<file path="src/rtl/note_seq_if.sv">
// Control/table-write and voice-output bundle between the front end (master) and note_sequencer (slave).
// SEQ_TEMPO_EN adds a run-time tick length input.
interface note_seq_if #(
  parameter int unsigned N_CH   = 8,
  parameter int unsigned DEPTH  = 32,
  parameter int unsigned NOTE_W = 7,
  parameter int unsigned DUR_W  = 4
) ();
  localparam int unsigned AW = (DEPTH > 1) ? $clog2(DEPTH) : 1;
  localparam int unsigned LW = $clog2(DEPTH + 1);

  logic                            start_in;
  logic                            stop_in;
  logic                            loop_in;
  logic [LW-1:0]                   seq_len_in;
  logic                            wr_en;
  logic [AW-1:0]                   wr_addr;
  logic [NOTE_W-1:0]               wr_note;
  logic [DUR_W-1:0]                wr_dur;
  logic                            wr_rest;
`ifdef SEQ_TEMPO_EN
  logic [31:0]                     tick_len_in;
`endif
  logic [N_CH-1:0]                 on_out;
  logic [N_CH-1:0][NOTE_W-1:0]     note_out;
  logic [AW-1:0]                   step_out;
  logic                            busy_out;
  logic                            done_out;

  modport master (
`ifdef SEQ_TEMPO_EN
    output tick_len_in,
`endif
    output start_in, stop_in, loop_in, seq_len_in,
    output wr_en, wr_addr, wr_note, wr_dur, wr_rest,
    input  on_out, note_out, step_out, busy_out, done_out
  );

  modport slave (
`ifdef SEQ_TEMPO_EN
    input  tick_len_in,
`endif
    input  start_in, stop_in, loop_in, seq_len_in,
    input  wr_en, wr_addr, wr_note, wr_dur, wr_rest,
    output on_out, note_out, step_out, busy_out, done_out
  );
endinterface

</file>
<file path="src/rtl/note_sequencer.sv">
// Loadable (note, duration, rest) step player feeding N_CH voices round-robin on a tick timebase.
// Optional SEQ_TEMPO_EN: tick length taken from bus.tick_len_in instead of TICK_CYCLES.
module note_sequencer #(
  parameter int unsigned N_CH        = 8,
  parameter int unsigned DEPTH       = 32,
  parameter int unsigned NOTE_W      = 7,
  parameter int unsigned DUR_W       = 4,
  parameter int unsigned TICK_CYCLES = 12_500_000
) (
  input  logic      clk,
  input  logic      rst,
  note_seq_if.slave bus
);
  localparam int unsigned AW = (DEPTH > 1) ? $clog2(DEPTH) : 1;
  localparam int unsigned LW = $clog2(DEPTH + 1);
  localparam int unsigned CW = $clog2(N_CH);
  localparam int unsigned PW = DUR_W + 32;

  typedef struct packed {
    logic              rest;
    logic [DUR_W-1:0]  dur;
    logic [NOTE_W-1:0] note;
  } entry_t;

  typedef enum logic {S_IDLE, S_PLAY} state_t;

  entry_t                      tbl [DEPTH];
  state_t                      state;
  logic                        pend;
  logic [AW-1:0]               idx;
  logic [PW-1:0]               rem;
  logic [LW-1:0]               seq_len_q;
  logic [31:0]                 tick_len_q;
  logic [CW-1:0]               ch_ptr;
  logic [N_CH-1:0]             on_q;
  logic [N_CH-1:0][NOTE_W-1:0] note_q;
  logic [AW-1:0]               step_q;
  logic                        busy_q;
  logic                        done_q;

  logic [31:0]                 tick_src_c;
  logic [31:0]                 tick_use_c;
  logic                        len_ok_c;
  logic                        last_c;
  logic [AW-1:0]               launch_idx_c;
  entry_t                      ent_c;
  logic [DUR_W-1:0]            dur_eff_c;
  logic [PW-1:0]               prod_c;
  logic [CW-1:0]               ch_nxt_c;

  // Table survives reset; only the write strobe changes it.
  always_ff @(posedge clk) begin
    if (bus.wr_en) tbl[bus.wr_addr] <= '{rest: bus.wr_rest, dur: bus.wr_dur, note: bus.wr_note};
  end

`ifdef SEQ_TEMPO_EN
  assign tick_src_c = (bus.tick_len_in == 32'd0) ? 32'd1 : bus.tick_len_in;
`else
  assign tick_src_c = 32'(TICK_CYCLES);
`endif

  // Next-step selection and its length in clk cycles; tick length is resampled on a loop wrap.
  always_comb begin
    len_ok_c     = (bus.seq_len_in != '0) && (bus.seq_len_in <= LW'(DEPTH));
    last_c       = ((LW'(idx) + LW'(1)) == seq_len_q);
    launch_idx_c = (pend || last_c) ? '0 : idx + AW'(1);
    tick_use_c   = (!pend && last_c) ? tick_src_c : tick_len_q;
    ent_c        = tbl[launch_idx_c];
    dur_eff_c    = (ent_c.dur == '0) ? DUR_W'(1) : ent_c.dur;
    prod_c       = PW'(dur_eff_c) * PW'(tick_use_c);
    ch_nxt_c     = (ch_ptr == CW'(N_CH - 1)) ? '0 : ch_ptr + CW'(1);
  end

  always_ff @(posedge clk or posedge rst) begin
    if (rst) begin
      state      <= S_IDLE;
      pend       <= 1'b0;
      idx        <= '0;
      rem        <= '0;
      seq_len_q  <= '0;
      tick_len_q <= 32'(TICK_CYCLES);
      ch_ptr     <= '0;
      on_q       <= '0;
      note_q     <= '0;
      step_q     <= '0;
      busy_q     <= 1'b0;
      done_q     <= 1'b0;
    end else begin
      done_q <= 1'b0;
      case (state)
        S_IDLE: begin
          if (!bus.stop_in && bus.start_in && len_ok_c) begin
            state      <= S_PLAY;
            busy_q     <= 1'b1;
            pend       <= 1'b1;
            seq_len_q  <= bus.seq_len_in;
            tick_len_q <= tick_src_c;
            ch_ptr     <= '0;
            on_q       <= '0;
          end
        end
        S_PLAY: begin
          if (bus.stop_in) begin
            state  <= S_IDLE;
            busy_q <= 1'b0;
            pend   <= 1'b0;
            on_q   <= '0;
          end else if (bus.start_in && len_ok_c) begin
            pend       <= 1'b1;
            seq_len_q  <= bus.seq_len_in;
            tick_len_q <= tick_src_c;
            ch_ptr     <= '0;
            on_q       <= '0;
          end else if (pend || rem == '0) begin
            if (!pend && last_c && !bus.loop_in) begin
              state  <= S_IDLE;
              busy_q <= 1'b0;
              on_q   <= '0;
              done_q <= 1'b1;
            end else begin
              // Launch: the gate moves to ch_ptr, or all gates drop for a rest.
              pend       <= 1'b0;
              tick_len_q <= tick_use_c;
              idx        <= launch_idx_c;
              step_q     <= launch_idx_c;
              rem        <= prod_c - PW'(1);
              if (ent_c.rest) begin
                on_q <= '0;
              end else begin
                on_q           <= N_CH'(1) << ch_ptr;
                note_q[ch_ptr] <= ent_c.note;
                ch_ptr         <= ch_nxt_c;
              end
            end
          end else begin
            rem <= rem - PW'(1);
          end
        end
        default: state <= S_IDLE;
      endcase
    end
  end

  assign bus.on_out   = on_q;
  assign bus.note_out = note_q;
  assign bus.step_out = step_q;
  assign bus.busy_out = busy_q;
  assign bus.done_out = done_q;
endmodule

</file>
<file path="src/flat_wrapper.sv">
// flat-port wrapper written by rule: the top's interface ports become plain ports
module note_sequencer_flat 
#(
  parameter int unsigned N_CH        = 8,
  parameter int unsigned DEPTH       = 32,
  parameter int unsigned NOTE_W      = 7,
  parameter int unsigned DUR_W       = 4,
  parameter int unsigned TICK_CYCLES = 12_500_000
)
  (clk, rst, bus_start_in, bus_stop_in, bus_loop_in, bus_seq_len_in, bus_wr_en, bus_wr_addr, bus_wr_note, bus_wr_dur, bus_wr_rest, bus_on_out, bus_note_out, bus_step_out, bus_busy_out, bus_done_out);
  note_seq_if #(.N_CH(N_CH), .DEPTH(DEPTH), .NOTE_W(NOTE_W), .DUR_W(DUR_W)) bus_i ();
  input  logic clk;
  input  logic rst;
  input wire logic [$bits(bus_i.start_in)-1:0] bus_start_in;
  input wire logic [$bits(bus_i.stop_in)-1:0] bus_stop_in;
  input wire logic [$bits(bus_i.loop_in)-1:0] bus_loop_in;
  input wire logic [$bits(bus_i.seq_len_in)-1:0] bus_seq_len_in;
  input wire logic [$bits(bus_i.wr_en)-1:0] bus_wr_en;
  input wire logic [$bits(bus_i.wr_addr)-1:0] bus_wr_addr;
  input wire logic [$bits(bus_i.wr_note)-1:0] bus_wr_note;
  input wire logic [$bits(bus_i.wr_dur)-1:0] bus_wr_dur;
  input wire logic [$bits(bus_i.wr_rest)-1:0] bus_wr_rest;
  output wire logic [$bits(bus_i.on_out)-1:0] bus_on_out;
  output wire logic [$bits(bus_i.note_out)-1:0] bus_note_out;
  output wire logic [$bits(bus_i.step_out)-1:0] bus_step_out;
  output wire logic [$bits(bus_i.busy_out)-1:0] bus_busy_out;
  output wire logic [$bits(bus_i.done_out)-1:0] bus_done_out;
  assign bus_i.start_in = bus_start_in;
  assign bus_i.stop_in = bus_stop_in;
  assign bus_i.loop_in = bus_loop_in;
  assign bus_i.seq_len_in = bus_seq_len_in;
  assign bus_i.wr_en = bus_wr_en;
  assign bus_i.wr_addr = bus_wr_addr;
  assign bus_i.wr_note = bus_wr_note;
  assign bus_i.wr_dur = bus_wr_dur;
  assign bus_i.wr_rest = bus_wr_rest;
  assign bus_on_out = bus_i.on_out;
  assign bus_note_out = bus_i.note_out;
  assign bus_step_out = bus_i.step_out;
  assign bus_busy_out = bus_i.busy_out;
  assign bus_done_out = bus_i.done_out;
  note_sequencer #(.N_CH(N_CH), .DEPTH(DEPTH), .NOTE_W(NOTE_W), .DUR_W(DUR_W), .TICK_CYCLES(TICK_CYCLES)) u_core (.clk(clk), .rst(rst), .bus(bus_i));
endmodule
</file>
<file path="config.mk">
export PLATFORM = sky130hd
export DESIGN_NAME = note_sequencer_flat
export DESIGN_NICKNAME = d
export VERILOG_FILES = /design/src/rtl/note_seq_if.sv /design/src/rtl/note_sequencer.sv /design/src/flat_wrapper.sv
export SDC_FILE = /design/constraint.sdc
export NUM_CORES = 1
export LEC_CHECK = 0
export BUFFER_PORTS_ARGS = -buffer_cell sky130_fd_sc_hd__buf_4
export CORE_MARGIN = 8
export CORE_UTILIZATION = 40
export CTS_CLUSTER_DIAMETER = 120
export CTS_CLUSTER_SIZE = 24
export DETAILED_ROUTE_END_ITERATION = 16
export GPL_TIMING_DRIVEN = 0
export PLACE_DENSITY = 0.53
export SLEW_MARGIN = 30
export SYNTH_ARGS = -nofsm -noshare
export SYNTH_HDL_FRONTEND = slang
export SYNTH_SLANG_ARGS = --single-unit
</file>
<file path="constraint.sdc">
create_clock -name clk -period 8.55 [get_ports clk]
set_input_delay 1.71 -clock clk [delete_from_list [all_inputs] [get_ports clk]]
set_output_delay 1.71 -clock clk [all_outputs]
set_load 0.02 [all_outputs]
</file>
==> flow_metrics.py, run 1 <==
metrics = {
    "clocking": {
        "root_buffer": "clkbuf_16",
        "clockBufferDepth": 3,
        "htree_levels": 1,
        "cts_sinks": 534,
        "numCtsBuffers": 26,
        "clk_pin_slew_ns": 0.11,
        "postCtsSetupBuffers": 0,
        "cts_tree": "yes",
        "clock_latency_ns": 0.61,
    },
    "place": {
        "placed_area_mm2": 0.02892,
        "gp_congestion": 0.9020,
        "dp_hpwl_um": 56640,
        "port_buffers": 98,
        "dp_slack_ns": -1.125,
    },
    "setup_path": {
        "r2r_slack_ns": 0.38,
        "cp.required_ns": 9.02,
        "worst_setup_path_end_kind": "register",
        "worst-endpoint-arrival_ns": 8.64,
        "setup.worst_path.start_class": "register",
        "critPathMaxFanout": 10,
        "critical_path_class": "register to register",
    },
    "outcome": {
        "status": "finished, final reports clean",
    },
    "logic_synthesis": {
        "synthesis.nets": 2491,
        "synthCells": 2321,
        "synth_xor_area_share_pct": 1.203,
        "synth_top_area_share_pct": 42.98,
        "synthArstFlopShare_pct": 28.09,
        "synth_top_area_cell": "edfxtp_1",
        "synth_area_mm2": 0.02683,
        "syn-mean-instance-area_um2": 11.56,
        "seq_area_frac_synth_pct": 57.02,
        "synth_commonest_cells": "384 x edfxtp_1, 206 x inv_1, 189 x nand2_1",
        "synth_most_common_cell": "edfxtp_1",
        "yosys_most_used_dff": "edfxtp_1",
        "synthDistinctLibCells": 85,
        "synth-simple-area-share_pct": 12.98,
        "synth_area_leaders": "edfxtp_1 43%, dfrtp_1 13%, fa_1 4.6%, ha_1 3.7%, inv_1 2.9%",
        "ys_warn_count": 0,
        "synthMuxAreaShare_pct": 3.847,
        "synth_top_family_by_area": "simple AND/OR/NAND/NOR gates",
        "synth_compound_area_share_pct": 11.90,
        "synthAdderAreaFrac_pct": 8.282,
        "synth-edff-count": 384,
        "ys_ff_latch": 534,
    },
    "floorplan": {
        "io_pins": 100,
        "die_w_um": 275.0,
        "core_mm2": 0.06680,
        "dieArea_mm2": 0.07562,
        "placementRows": 95,
        "start_util_pct": 40.17,
        "dieHeight_um": 275.0,
    },
    "timing": {
        "period_needed_ns": 8.174,
        "skew_ns": 0.02188,
        "slew_violations": 0,
        "rsz0062_at_grt": "no",
        "setup_violations": 0,
        "worst_pin_slew_ns": 0.9386,
        "fin_ws_ns": 0.3757,
        "finalSetupTns_ns": 0,
        "fin_crit_sh_pct": 95.61,
        "slew_headroom_pct": 37.15,
        "hold_violations": 0,
        "fmax_mhz": 122.3,
    },
    "final_layout": {
        "fill_cells": 6192,
        "nets": 2628,
        "drive_gt1_share_pct": 13.42,
        "n_antenna_cell": 0,
        "stdcell_area_mm2": 0.02979,
        "regArea_mm2": 0.01530,
        "multi_input_area_mm2": 0.01048,
        "area.growth.synth_to_final_pct": 11.01,
    },
    "worst_hold_path": {
        "hold_class": "register to register",
    },
    "route": {
        "route.detailed.drc": 0,
        "drt_iter0_drc": 1952,
        "routed_via_density": 5.723,
        "routed-via-count": 19120,
        "route.detailed.wl_per_inst_um": 23.69,
        "drt-total-wl_um": 79130,
        "ant_nets": 0,
        "firstDrtPassIters": 8,
    },
    "global_routing": {
        "grt_pass1_wl_um": 119500,
        "grt_overflow_total": 0,
        "grt_max_degree": 88,
        "grt_antenna_before_repair": 3,
        "grt_usage_pct": 20.53,
        "grt_pass1_vias": 18510,
    },
    "flow_run": {
        "cap_violations": 0,
    },
}
path summary, 6_finish.rpt:
check	from	end	cells past startpoint
setup / recovery	u_core.idx[0]	u_core.rem[23]	23
hold / removal	u_core.bus.note_out[13]	u_core.bus.note_out[13]	1
setup reg to reg	u_core.idx[0]	u_core.rem[23]	23
hold reg to reg	u_core.bus.note_out[13]	u_core.bus.note_out[13]	1
max in group asynchronous	rst	u_core.tick_len_q[21]	3
min in group asynchronous	rst	u_core.bus.note_out[51]	2
metrics by stage:
step	instances	util [%]	hold WS, ns
5_1_grt	3340	44.59	0.5356
3_5_place_dp	3303	43.29	0.4964
4_1_cts	3340	44.49	0.5200
6_report	3340	44.59	0.5141
2_1_floorplan	2321	-	0.4623
3_3_place_gp	3292	42.90	0.4860
placed cells by master, fill, tap and decap left out, drive strengths merged, types with 12 or more instances in the layout:
cell,Yosys,layout
nor2,148,148
a21oi,113,113
fa,61,61
a221oi,13,13
nand4,33,33
a211oi,15,15
a21o,15,15
o21ai,129,129
nor2b,25,25
dfrtp,138,138
inv,206,208
nor3,28,28
ha,80,80
mux2i,24,24
mux2,66,66
o211ai,30,30
nand3,150,150
buf,24,131
nor4,21,21
nand2b,15,15
and3,31,31
nand2,191,191
xor2,13,13
a31oi,15,15
o21a,17,17
or3,17,17
a22oi,12,12
edfxtp,384,384
or2,15,15
xnor2,23,23
o221ai,32,32
clkbuf,99,134
dfstp,12,12
o22ai,30,30
worst max-delay path, stage by stage (launching register included):
cell and delay, ns:
dfrtp_1 0.53, ha_2 0.43, buf_1 0.63, clkbuf_1 0.69, a311oi_1 0.09, o2bb2ai_1 0.31
a21oi_1 0.15, o211ai_1 0.79, clkbuf_1 0.49, nand3_1 0.22, fa_1 0.53, fa_1 0.51
inv_1 0.05, ha_1 0.31, nand2b_1 0.18, a21oi_1 0.14, o41a_1 0.39, a21oi_1 0.27
o31ai_1 0.23, a21o_1 0.22, a21o_1 0.20, a31oi_1 0.19, xor2_1 0.34, o211ai_1 0.13
cell type report:
type / count / share of cell area (%)
multi-input cells: 1456 / 35.19
clock inverters: 4 / 0.1260
plain buffers: 123 / 1.760
clock buffers: 33 / 2.272
well taps: 873 / 3.667
flip-flops and latches: 534 / 51.36
inverters: 208 / 2.646
repair buffers: 109 / 2.978
sequential cells by signal, indices dropped and copies added, names as in the netlist:
register / count
u_core.idx: 5
u_core.tbl: 384
u_core.ch_ptr: 3
u_core.tick_len_q: 32
u_core.bus.done_out: 1
u_core.seq_len_q: 6
u_core.bus.note_out: 56
u_core.rem: 36
u_core.pend: 1
u_core.bus.busy_out: 1
u_core.bus.on_out: 8
u_core.state: 1
metal layers:
layer / up-vias / part of all wire [%] / track usage, %
met2: 706 / 45 / 32.19
met4: 4 / 2.1 / 3.958
met3: 94 / 7.0 / 2.859
li1: 8680 / - / -
met1: 9631 / 46 / 30.34
met5: - / 0.033 / 0
what timing repair did:
item	4_1_cts	5_1_grt
gates resized for setup	26	24
endpoints found under the hold margin	0	0
pin swaps	0	1
endpoints found under the setup margin	12	10
hold buffers	0	0
cells by family (layout without fill, tap and decap cells):
kind of cell	count (synthesis)	after routing
adder cells (fa/ha/maj)	141	141
flip-flops	534	534
buffers and inverters	331	477
multiplexers	91	91
XOR/XNOR	36	36
AO/OA/AOI/OAI	489	489
AND/OR/NAND/NOR	699	699
Power of run 1 is left out: the tool's default activity adds up to more than one toggle a clock period on the data nets, which glitch-free logic cannot reach.
==> run 2, diff against run 1 <==
--- a/config.mk
+++ b/config.mk
@@ -5,6 +5,7 @@
 export SDC_FILE = /design/constraint.sdc
 export NUM_CORES = 1
 export LEC_CHECK = 0
+export ABC_AREA = 1
 export BUFFER_PORTS_ARGS = -buffer_cell sky130_fd_sc_hd__buf_4
 export CORE_MARGIN = 8
 export CORE_UTILIZATION = 40
==> run 2 against run 1 <==
Compared with the run above:
- die area grew 4.5%
- synthesized area is 4.8% higher
- final area increased by 4.9%
- sequential share of layout area down 2.4 points
- global-route usage rose by 0.26 points
- hold slack got worse by 0.022 ns
- final cell count increased by 19%
- register-to-register slack improved by 0.57 ns
- maximum frequency is 7.4% higher
- critical path type unchanged
- largest cell class unchanged
==> flow_metrics.py, run 2 <==
metrics = {
    "clocking": {
        "cts_tree": "yes",
        "htree_levels": 1,
        "postCtsSetupBuffers": 0,
        "root_buffer": "clkbuf_16",
        "numCtsBuffers": 27,
        "clock_latency_ns": 0.64,
        "clk_pin_slew_ns": 0.11,
        "clockBufferDepth": 3,
        "cts_sinks": 534,
    },
    "logic_synthesis": {
        "ys_ff_latch": 534,
        "synth_top_area_cell": "edfxtp_1",
        "synth_top_family_by_area": "simple AND/OR/NAND/NOR gates",
        "synthDistinctLibCells": 50,
        "synth_compound_area_share_pct": 8.977,
        "synth_area_leaders": "edfxtp_1 41%, dfrtp_1 12%, inv_1 5.9%, nand2_1 5.8%, nand3_1 5.0%",
        "yosys_most_used_dff": "edfxtp_1",
        "synth_xor_area_share_pct": 0.9035,
        "synth_commonest_cells": "439 x inv_1, 433 x nand2_1, 384 x edfxtp_1",
        "synthMuxAreaShare_pct": 0,
        "synth-simple-area-share_pct": 19.29,
        "synthArstFlopShare_pct": 28.09,
        "synthesis.nets": 3045,
        "synth_most_common_cell": "inv_1",
        "synth_top_area_share_pct": 41.02,
        "syn-mean-instance-area_um2": 9.778,
        "synthCells": 2875,
        "seq_area_frac_synth_pct": 54.42,
        "synth_area_mm2": 0.02811,
        "synthAdderAreaFrac_pct": 7.905,
        "synth-edff-count": 384,
        "ys_warn_count": 0,
    },
    "timing": {
        "skew_ns": 0.03150,
        "slew_violations": 0,
        "worst_pin_slew_ns": 0.9851,
        "hold_violations": 0,
        "finalSetupTns_ns": 0,
        "fin_hold_ws_ns": 0.4922,
        "setup_violations": 0,
        "slew_headroom_pct": 34.26,
        "rsz0062_at_grt": "no",
        "fmax_mhz": 131.4,
        "fin_crit_sh_pct": 88.99,
        "period_needed_ns": 7.608,
    },
    "worst_hold_path": {
        "min_path_cells": 2,
        "hold_class": "register to register",
    },
    "route": {
        "route.detailed.wl_per_inst_um": 20.90,
        "routed-via-count": 20750,
        "ant_nets": 0,
        "routed_via_density": 5.231,
        "wl_met2_um": 37400,
        "drt_iter0_drc": 1784,
        "wl_met1_um": 38210,
        "drt-total-wl_um": 82920,
        "top_layer_used": "met4",
        "met3_length_um": 5546,
        "route.detailed.drc": 0,
        "firstDrtPassIters": 5,
    },
    "setup_path": {
        "critPathMaxFanout": 10,
        "worst_setup_path_end_kind": "register",
        "slowest_delay_ns": 0.54,
        "crit_slowest_cell": "clkinvlp_4",
        "critical_path.most_common_cell": "nand2_1",
        "worst-endpoint-arrival_ns": 8.10,
        "critical_path_class": "register to register",
        "r2r_slack_ns": 0.94,
        "r2r_cells": 33,
        "cp.required_ns": 9.04,
        "setup.worst_path.start_class": "register",
    },
    "global_routing": {
        "grt_usage_pct": 20.79,
        "grt_pass1_vias": 20740,
        "grt_antenna_before_repair": 0,
        "grt_max_degree": 58,
        "grt_overflow_total": 0,
        "grt_pass1_wl_um": 126600,
    },
    "final_layout": {
        "top_register": "u_core.tbl",
        "n_antenna_cell": 0,
        "nets": 3188,
        "mostFrequentLayoutCells": "438 x inv_1, 433 x nand2_1, 384 x edfxtp_1, 281 x nand3_1, 208 x nor2_1",
        "area.growth.synth_to_final_pct": 11.14,
        "drive_gt1_share_pct": 14.77,
        "regArea_mm2": 0.01530,
        "multi_input_area_mm2": 0.01060,
        "largest_reg_flops": 384,
        "stdcell_area_mm2": 0.03124,
        "final_common_cell": "inv_1",
        "fill_cells": 6650,
    },
    "floorplan": {
        "dieArea_mm2": 0.07902,
        "dieHeight_um": 281.1,
        "die_w_um": 281.1,
        "placementRows": 97,
        "io_pins": 100,
        "core_mm2": 0.06979,
        "start_util_pct": 40.28,
    },
    "place": {
        "dp_hpwl_um": 59120,
        "port_buffers": 99,
        "gp_congestion": 0.8688,
        "placed_area_mm2": 0.03047,
    },
    "flow_run": {
        "cap_violations": 0,
    },
    "outcome": {
        "status": "finished, final reports clean",
    },
}
run 2: changes by cell type in the layout (fill, tap and decap cells not counted), sizes merged, moves of 33 or more:
cell	previous run	this run
inv	208	453
clkbuf	134	74
buf	131	203
or2	15	146
mux2	66	0
nand3	150	290
o211ai	30	132
o21ai	129	85
nor2	148	247
nand2	191	436
a21oi	113	146
run 2: critical path: cells and delay by family, from the launching register on:
family	cells	cell delay [ns]
buf+inv	9	1.94
simple gates	15	2.39
compound gates	5	1.01
fa+ha+maj	4	1.63
flops	1	0.50
run 2: kinds of logic (layout without fill, tap and decap cells):
group	Yosys count	after routing
compound gates	412	412
xor+xnor	29	29
fa+ha+maj	141	141
buf+inv	580	732
flops	534	534
simple gates	1179	1179
run 2: stage by stage:
step	instances	setup WS (ns)	utilization, %
after CTS	3967	0.5166	44.76
after global routing	3967	0.3380	44.77
final	3967	0.9416	44.77
after floorplan	2875	2.823	-
after global placement	3914	0.5413	43.03
after detailed placement	3929	0.4521	43.66
run 2: path summary, 6_finish.rpt:
check,endpoint,startpoint
worst max-delay path,u_core.rem[29],u_core.idx[0]
worst min-delay path,u_core.bus.on_out[7],u_core.bus.on_out[7]
worst max register to register,u_core.rem[29],u_core.idx[0]
worst min register to register,u_core.bus.on_out[7],u_core.bus.on_out[7]
max in group asynchronous,u_core.tick_len_q[10],rst
min in group asynchronous,u_core.bus.note_out[19],rst
run 2: cell type report:
cell class              instances  area share (%)
flip-flops and latches        534           48.97
multi-input cells            1761           33.92
inverters                     450           5.443
well taps                     940           3.765
repair buffers                114           3.204
plain buffers                 130           2.243
clock buffers                  33           2.235
clock inverters                 5          0.2203
run 2: timing repair:
item                                    4_1_cts  5_1_grt
endpoints found under the hold margin         0        0
resized for setup                             0        2
endpoints found under the setup margin        0        6
hold buffers                                  0        0
run 2: routing by layer:
layer / GRT usage [%] / up-vias
li1: - / 9851
met1: 29.56 / 10160
met2: 33.49 / 647
met3: 2.963 / 93
met4: 4.829 / 0
met5: 0 / -
Power of run 2 is left out for the same reason.
==> run 3, diff against run 2 <==
--- a/config.mk
+++ b/config.mk
@@ -13,8 +13,8 @@
 export CTS_CLUSTER_SIZE = 24
 export DETAILED_ROUTE_END_ITERATION = 16
 export GPL_TIMING_DRIVEN = 0
+export MAX_ROUTING_LAYER = met4
 export PLACE_DENSITY = 0.53
-export SLEW_MARGIN = 30
 export SYNTH_ARGS = -nofsm -noshare
 export SYNTH_HDL_FRONTEND = slang
 export SYNTH_SLANG_ARGS = --single-unit
==> run 3 against run 2 <==
Compared with the run above:
- worst setup slack got worse by 0.29 ns
- final cell count is 0.25% higher
- global-route usage rose by 0.79 points
- sequential share of layout area hardly changed
- maximum frequency down 3.6%
- final area about the same
- clock-buffer cell count unchanged
- via count barely moved
- critical path depth increased by 3
- clock skew rose by 0.0013 ns
- critical endpoint is now u_core.rem[35]
- largest cell class unchanged
- routed wire length up 0.43%
- first-iteration DRC count decreased by 5.5%
==> flow_metrics.py, run 3 (synthesis gave the netlist of run 2 again) <==
metrics = {
    "outcome": {
        "status": "finished, final reports clean",
    },
    "worst_hold_path": {
        "min_path_cells": 2,
        "hold_class": "register to register",
    },
    "global_routing": {
        "grt_pass1_vias": 20920,
        "grt_max_degree": 79,
        "grt_overflow_total": 0,
        "grt_pass1_wl_um": 127900,
        "grt_antenna_before_repair": 0,
        "grt_usage_pct": 21.58,
    },
    "place": {
        "placed_area_mm2": 0.03049,
        "dp_hpwl_um": 60170,
        "placedCellCount": 3939,
        "port_buffers": 99,
        "gp_congestion": 0.8822,
    },
    "final_layout": {
        "area.growth.synth_to_final_pct": 11.20,
        "stdcell_area_mm2": 0.03126,
        "nets": 3198,
        "n_antenna_cell": 0,
        "fin_cells": 3977,
        "drive_gt1_share_pct": 14.88,
        "final_common_cell": "inv_1",
        "largest_reg_flops": 384,
        "mostFrequentLayoutCells": "438 x inv_1, 433 x nand2_1, 384 x edfxtp_1, 281 x nand3_1, 213 x nor2_1",
        "top_register": "u_core.tbl",
    },
    "route": {
        "route.detailed.drc": 0,
        "drt_iter0_drc": 1686,
        "ant_nets": 0,
        "routed_via_density": 5.215,
        "drt-total-wl_um": 83270,
        "routed-via-count": 20740,
        "firstDrtPassIters": 5,
        "route.detailed.wl_per_inst_um": 20.94,
    },
    "floorplan": {
        "dieArea_mm2": 0.07902,
        "placementRows": 97,
        "dieHeight_um": 281.1,
        "core_mm2": 0.06979,
        "io_pins": 100,
        "start_util_pct": 40.28,
        "die_w_um": 281.1,
    },
    "clocking": {
        "hold_buffers": 0,
        "root_buffer": "clkbuf_16",
        "cts_sinks": 534,
        "cts_tree": "yes",
        "htree_levels": 1,
        "numCtsBuffers": 27,
        "clk_pin_slew_ns": 0.10,
        "clockBufferDepth": 3,
        "clock_latency_ns": 0.62,
    },
    "timing": {
        "worst_pin_slew_ns": 1.468,
        "fin_hold_ws_ns": 0.4988,
        "finalSetupTns_ns": 0,
        "period_needed_ns": 7.894,
        "slew_headroom_pct": 1.801,
        "slew_violations": 0,
        "skew_ns": 0.03281,
        "setup_violations": 0,
        "fmax_mhz": 126.7,
        "fin_crit_sh_pct": 92.32,
        "hold_violations": 0,
        "rsz0062_at_grt": "no",
    },
    "flow_run": {
        "cap_violations": 0,
    },
    "setup_path": {
        "worstReg2RegEnd": "u_core.rem[35]",
        "rr_startpoint": "u_core.idx[0]",
        "cp.required_ns": 9.03,
        "crit_slowest_cell": "clkinvlp_4",
        "slowest_delay_ns": 0.67,
        "r2r_cells": 36,
        "worst_setup_path_end_kind": "register",
        "critical_path_class": "register to register",
        "critPathMaxFanout": 10,
        "worstSetupEndpoint": "u_core.rem[35]",
        "path_depth": 36,
        "r2r_slack_ns": 0.66,
        "crit_start": "u_core.idx[0]",
        "worst-endpoint-arrival_ns": 8.37,
        "worst-path-buf-inv": 9,
        "path_delay_family": "simple AND/OR/NAND/NOR gates",
        "critical_path.most_common_cell": "nand2_1",
        "setup.worst_path.start_class": "register",
    },
}
-- run 3: cell types whose count changed in the layout (fill, tap and decap cells not counted), moves of 2 or more --
cell    previous run  this run
nor2_4            20         1
buf_8              3        16
buf_16             5         3
nor2_2            19        33
nor2_1           208       213
inv_8              3         1
inv_6              0         3
-- run 3: worst min path at each step --
stage,from,end,slack (ns)
floorplan,u_core.seq_len_q[3],u_core.seq_len_q[3],0.46
global placement,u_core.tick_len_q[5],u_core.tick_len_q[5],0.48
detailed placement,u_core.bus.on_out[7],u_core.bus.on_out[7],0.47
CTS,u_core.tick_len_q[9],u_core.tick_len_q[9],0.50
global route,u_core.bus.on_out[6],u_core.bus.on_out[6],0.52
finish,u_core.seq_len_q[3],u_core.seq_len_q[3],0.50
-- run 3: metrics by stage --
stage | worst slack, ns | utilization (%)
floorplan | 2.823 | -
global placement | 0.5269 | 43.03
detailed placement | 0.5763 | 43.69
CTS | 0.5426 | 44.79
global route | 0.1248 | 44.80
finish | 0.6564 | 44.80
-- run 3: metal layers --
layer	GRT usage [%]	wire length, µm	vias to the layer above
met2	33.61	37330	574
met5	-	0	-
met1	30.51	39540	10200
met4	4.260	1631	0
met3	2.490	4775	80
li1	-	-	9882
-- run 3: area by class of cell --
cell class              instances  area, µm²
repair buffers                124       1130
well taps                     940       1176
fillers                      6765      38520
inverters                     450       1698
clock inverters                 5      68.82
multi-input cells            1761      10490
flip-flops and latches        534      15300
clock buffers                  33      698.2
plain buffers                 130      700.7
-- run 3: timing repair --
action                     in CTS  in global routing
buffers inserted                0                  0
resized for setup               0                  1
setup endpoints to repair       0                  2
-- run 3: worst min-delay path: stages (launching register included) --
cell and delay, ns:
dfrtp_1 0.36, nand2_1 0.06, nand2_1 0.05
Power of run 3 is left out for the same reason.
